<file path="src/rtl/odd_counter_pkg.sv">
// Shared constants and helpers for the odd-number counter.
// Feature macro: ODD_COUNTER_SATURATE_EN (saturate at the terminal values instead of wrapping).
package odd_counter_pkg;

    parameter int unsigned ODD_COUNTER_DEFAULT_WIDTH = 4;
    parameter int unsigned ODD_COUNT_MIN             = 1;

    // All-ones value for a given width; this is also the largest odd number it can hold.
    function automatic logic [31:0] odd_count_max(input int unsigned width);
        return 32'hFFFF_FFFF >> (32 - width);
    endfunction

endpackage

</file>
<file path="src/rtl/odd_counter_next.sv">
// Combinational next-value and terminal-count logic for odd_counter.
// Feature macro: ODD_COUNTER_SATURATE_EN holds at MAX/MIN instead of wrapping around.
module odd_counter_next
    import odd_counter_pkg::*;
#(
    parameter int unsigned WIDTH = ODD_COUNTER_DEFAULT_WIDTH
) (
    input  logic [WIDTH-1:0] count,
    input  logic             en,
    input  logic             up,
    input  logic             load,
    input  logic [WIDTH-1:0] load_val,
    output logic [WIDTH-1:0] count_next,
    output logic             wrap
);

    localparam logic [WIDTH-1:0] MAX  = WIDTH'(odd_count_max(WIDTH));
    localparam logic [WIDTH-1:0] MIN  = WIDTH'(ODD_COUNT_MIN);
    localparam logic [WIDTH-1:0] STEP = WIDTH'(2);

    logic at_terminal;

    always_comb begin
        count_next  = count;
        wrap        = 1'b0;
        at_terminal = up ? (count == MAX) : (count == MIN);

        if (load) begin
            // Forcing the LSB keeps the output odd whatever is loaded.
            count_next = load_val | MIN;
        end else if (en) begin
            wrap = at_terminal;
`ifdef ODD_COUNTER_SATURATE_EN
            if (!at_terminal) begin
                count_next = up ? count + STEP : count - STEP;
            end
`else
            // Modulo arithmetic wraps MAX+2 to 1 and 1-2 to MAX on its own.
            count_next = up ? count + STEP : count - STEP;
`endif
        end
    end

endmodule

</file>
<file path="src/rtl/odd_counter.sv">
// Odd-number counter (1, 3, 5, ... MAX) with load, enable and direction control.
// Feature macro: ODD_COUNTER_SATURATE_EN selects saturation instead of wrap-around.
module odd_counter
    import odd_counter_pkg::*;
#(
    parameter int unsigned WIDTH = ODD_COUNTER_DEFAULT_WIDTH
) (
    input  logic             clk,
    input  logic             reset,
    input  logic             en,
    input  logic             up,
    input  logic             load,
    input  logic [WIDTH-1:0] load_val,
    output logic [WIDTH-1:0] count,
    output logic             wrap
);

    logic [WIDTH-1:0] count_next;
    logic             next_wrap;

    odd_counter_next #(
        .WIDTH(WIDTH)
    ) u_next (
        .count      (count),
        .en         (en),
        .up         (up),
        .load       (load),
        .load_val   (load_val),
        .count_next (count_next),
        .wrap       (next_wrap)
    );

    always_ff @(posedge clk or posedge reset) begin
        if (reset) begin
            count <= WIDTH'(ODD_COUNT_MIN);
        end else begin
            count <= count_next;
        end
    end

    // No step can happen while reset is held, so wrap is suppressed.
    assign wrap = next_wrap & ~reset;

endmodule

</file>
<file path="config.mk">
export PLATFORM = sky130hd
export DESIGN_NAME = odd_counter
export DESIGN_NICKNAME = d
export VERILOG_FILES = /design/src/rtl/odd_counter_pkg.sv /design/src/rtl/odd_counter_next.sv /design/src/rtl/odd_counter.sv
export SDC_FILE = /design/constraint.sdc
export NUM_CORES = 1
export LEC_CHECK = 0
export CAP_MARGIN = 5
export CELL_PAD_IN_SITES_DETAIL_PLACEMENT = 0
export CELL_PAD_IN_SITES_GLOBAL_PLACEMENT = 1
export CORE_AREA = 4 4 41 43
export DETAILED_ROUTE_END_ITERATION = 8
export DIE_AREA = 0 0 45 47
export PLACE_DENSITY_LB_ADDON = 0.1
export SLEW_MARGIN = 10
export SYNTH_ARGS = -nofsm -noshare
export SYNTH_HDL_FRONTEND = slang
export SYNTH_SLANG_ARGS = --single-unit
export TNS_END_PERCENT = 10
</file>
<file path="constraint.sdc">
create_clock -name clk -period 2.2 [get_ports clk]
set_clock_uncertainty 0.2 [all_clocks]
set_input_delay 0.33 -clock clk [delete_from_list [all_inputs] [get_ports clk]]
set_output_delay 0.33 -clock clk [all_outputs]
set_load 0.01 [all_outputs]
</file>
**Word level (Yosys, flattened, before mapping)**

Index checks and enable logic that the tools add are counted.

- Register bits after elaboration: 4
- Bits of input ports: 9
- Output and inout port bits: 5

- Add/sub/neg operators: 2
- Eq/ne operators: 2
- Muxes and demuxes: 6
- Bitwise operators: 2
- Reductions and logical operators: 1

Operators by type and width:

| operator | count |
|---|---|
| $mux W4 | 3 |
| $add A4 B2 Y4 const B | 1 |
| $eq A4 B1 Y1 const B | 1 |
| $eq A4 B4 Y1 const B | 1 |
| $sub A4 B2 Y4 const B | 1 |
| $mux W1 | 3 |
| $reduce_bool A2 Y1 | 1 |
| $and A1 B1 Y1 | 1 |
| $not A1 Y1 | 1 |

**Logic depth before layout (Yosys ltp)**

- Depth in word-level cells: 5
- Mapped depth: 5

**Cells and area by module**

From an unflattened synthesis, not the netlist that was laid out.

- Cell total of the unflattened synthesis: 27
- Area total of the unflattened synthesis: 262.8 um2

By module, submodules not included:

| module | times used | cells an instance | area an instance (um2) | seq. area each (um2) |
|---|---|---|---|---|
| odd_counter_next | 1 | 21 | 151.4 | 0.0 |
| odd_counter | 1 | 6 | 111.4 | 101.3 |

**Worst setup path after synthesis**

No wires, ideal clock.

- Path kind: reg2out
- Start point: reg count[2]
- End point: out wrap
- Arrival time: 1,351 ps
- Data required time: 1,670 ps
- Slack: 319 ps
- Stages on the path, launching flop included: 5
- Path through: dfrtp_1 > ha_1 > nand2_1 > or4_1 > a21oi_1

- Cells in the longest elaborated chain, start to end: 5
- Elaborated cells on any way between the ends: 6

RTL lines:

| item | RTL line | source |
|---|---|---|
| start: declaration | odd_counter.sv:14 | `output logic [WIDTH-1:0] count,` |
| start signal: assignment | odd_counter.sv:35 | `count <= WIDTH'(ODD_COUNT_MIN);` |
| start signal: assignment | odd_counter.sv:37 | `count <= count_next;` |
| $eq A4 B1 Y1 or $eq A4 B4 Y1 (tied branches) | odd_counter_next.sv:26 | `at_terminal = up ? (count == MAX) : (count == MIN);` |
| $mux W1 * | odd_counter_next.sv:26 |  |
| $mux W1 * | odd_counter_next.sv:31 | `end else if (en) begin` |
| $mux W1 * | odd_counter_next.sv:28 | `if (load) begin` |
| $and A1 B1 Y1 * | odd_counter.sv:42 | `assign wrap = next_wrap & ~reset;` |
| end: declaration | odd_counter.sv:15 | `output logic wrap` |

Mark *: on every way between the ends. The rest lies on a longest branch, timed or not.

**Worst setup path in the final report**

- Start point: in up
- End point: out wrap

- Cells in the longest elaborated chain, start to end: 4

RTL lines:

| item | RTL line | source |
|---|---|---|
| start: declaration | odd_counter.sv:11 | `input logic up,` |
| $mux W1 | odd_counter_next.sv:26 |  |
| $mux W1 | odd_counter_next.sv:31 |  |
| $mux W1 | odd_counter_next.sv:28 |  |
| $and A1 B1 Y1 | odd_counter.sv:42 |  |

Every way passes these cells.

==> flow_summary.yaml <==
sta:
  rsz0062_at_grt: "no"
  drv_slew: 0
  setup_viol_count_final: 0
  worst_pin_slew_ns: 0.162
  maxSlewHeadroom_pct: 89.1
  max_freq_mhz: 473
  hold_viol_final: 0
  min_period_ns: 2.11
  min_period_over_period_pct: 96.1
drt:
  drt_wl_total_um: 692
  drt_pass1_iterations: 4
  post-route-drc-count: 0
  drt_iter0_drc: 2
  drtAntennaViolNets: 0
  wl_per_cell_um: 10.6
  via_per_inst: 4.12
  via_count: 268
global_routing:
  grt_pass1_vias: 247
  grt_first_pass_wirelength_um: 1130
  grt-ovfl-total: 0
  grt_use_total_pct: 7.70
  grt_max_degree: 9
  antenna_found_initial: 0
logic_synthesis:
  ys_seq_area_share_pct: 39.1
  synth_cell_types: 18
  avgSynthCellArea_um2: 9.59
  synthFlopType: "dfrtp_1"
  ys_warn_count: 0
  synth_top_area_share_pct: 29.0
  syn_inst: 27
  async_flop_share_pct: 100
  yosysTopAreaCell: "dfrtp_1"
  synth_common_cells: "nand2_1 (4), dfrtp_1 (3)"
  yosysMostFrequentCell: "nand2_1"
  synth.area.top_cells: "dfrtp_1 (29%), dfstp_2 (10%), fa_1 (7.7%), mux2i_1 (7.7%), xnor2_1 (6.8%)"
  synth.cell_area_um2: 259
  ys_ff_latch: 4
  syn_nets: 38
  synth_edf_count: 0
floorplan:
  ios: 14
  core_um2: 1300
  fp.dieArea_um2: 2120
  die_x_um: 45
  initial_core_util_pct: 19.9
  rows: 13
  die_y_um: 47
layout:
  antenna_cells: 0
  areaGrowthSynthToFinish_pct: 82.6
  fin_area_um2: 473
  reg_top3: "count (4)"
  fillCellCount: 148
  largest_reg_flops: 4
  top_register: "count"
  fin_nets: 62
  register_area_um2: 101
  drive_gt1_share_pct: 30.0
  multi_input_area_um2: 146
worst_setup_path:
  critPathKind: "in -> out"
  end_kind: "output port"
  regToRegSetupSlack_ns: 0.50
  r2r_end: "count[3]"
  cp-start-kind: "input port"
  critPathMaxFanout: 2
  r2r_start: "count[1]"
  slowest_stage: "or4_1"
  path_cells: "dlygate4sd2_1 > inv_2 > ha_1 > nand2_1 > or4_1 > a21oi_1 > buf_2"
  reg2reg_depth: 5
  crit_arrival_ns: 1.58
  crit_path_start: "up"
  cpPeakStageDelay_ns: 0.39
  critPathRequiredTime_ns: 1.67
clock_network:
  cts_tree: "yes"
  insertion_delay_ns: 0.23
  cts_buffers: 3
  path_clk_slew_ns: 0.04
  clock-sinks: 4
  clk_path_buf_depth: 2
  cts_root_buf: "clkbuf_4"
  h-tree-depth: 1
  cts_setup_buffers: 0
place:
  placed_cell_area_um2: 450
  io_buffer_count: 12
  gp_congestion: 0.701
worst_hold_path:
  hp-class: "in -> async"
flow_run:
  drv_cap: 0
outcome:
  status: "finished, final reports clean"
power_and_ir_drop:
  p_per_area_nw_per_um2: 601
  total_leakage_power_uw: 0.000225
  p_total_uw: 284
  ir_drop_uv: 236
## critical path: cells and delay by family
kind | cells | cell delay, ns
buf+inv | 3 | 0.44
simple gates | 2 | 0.43
fa+ha+maj | 1 | 0.27
compound gates | 1 | 0.12
## metal layers
metal  share of wire, %  vias up  track usage (%)
met5                  0        -                0
li1                   -      137                -
met3                8.7        0             2.68
met2                 48        8             11.6
met1                 43      123             9.24
met4                  0        0             5.26
## final cells by class
| cell class | instances | share of cell area [%] |
|---|---|---|
| inverter | 3 | 2.38 |
| timing repair buffer | 19 | 35.7 |
| multi-input combinational | 20 | 31.0 |
| sequential | 4 | 21.4 |
| clock buffer | 4 | 5.56 |
| tap | 15 | 3.97 |
## metrics by stage
| step | util [%] | worst slack, ns | setup TNS (ns) | cells | hold slack, ns |
|---|---|---|---|---|---|
| 4_1_cts | 36.2 | 0.0308 | 0 | 65 | 0.0926 |
| 6_report | 36.3 | 0.0861 | 0 | 65 | 0.101 |
| 3_5_place_dp | 34.6 | -0.605 | -0.652 | 61 | 0.348 |
| 5_1_grt | 36.3 | 0.00394 | 0 | 65 | 0.0977 |
| 2_1_floorplan | - | 0.319 | 0 | 27 | -0.105 |
| 3_3_place_gp | 34.6 | -0.572 | -0.596 | 61 | 0.359 |
## layout by cell type (no fill, tap or decap), types with 2 or more instances in the layout
cell and n:
mux2i_1 2, buf_4 7, clkbuf_4 3, dfrtp_1 3
nand2_1 4, xnor2_1 2, o21ai_0 2, clkdlybuf4s50_1 9
inv_2 2
## power breakdown
group / leakage, µW / internal, µW / switching [µW]
clock: 0.0000150 / 68.1 / 30.9
sequential: 0.0000464 / 82.5 / 6.53
combinational: 0.000164 / 57.7 / 38.4
total: 0.000225 / 208 / 75.9
## timing repair
action	4_1_cts	5_1_grt
endpoints found under the setup margin	1	1
resized for setup	5	2
hold buffers	0	0
## how the worst max path moves through the flow
stage,end,slack [ns],cells past startpoint
final,wrap,0.09,7
after global routing,wrap,0.004,5
after CTS,wrap,0.03,5
after detailed placement,wrap,-0.61,7
after global placement,wrap,-0.57,7
after floorplan,wrap,0.32,4
## cells by family after synthesis
| logic type | after synthesis | share of synthesized area (%) |
|---|---|---|
| simple gates | 10 | 20.8 |
| compound gates | 4 | 8.70 |
| flops | 4 | 39.1 |
| buf+inv | 3 | 4.35 |
| xor+xnor | 2 | 6.76 |
| mux | 2 | 7.73 |
| fa+ha+maj | 2 | 12.6 |
(Power assumes the default switching activity.)
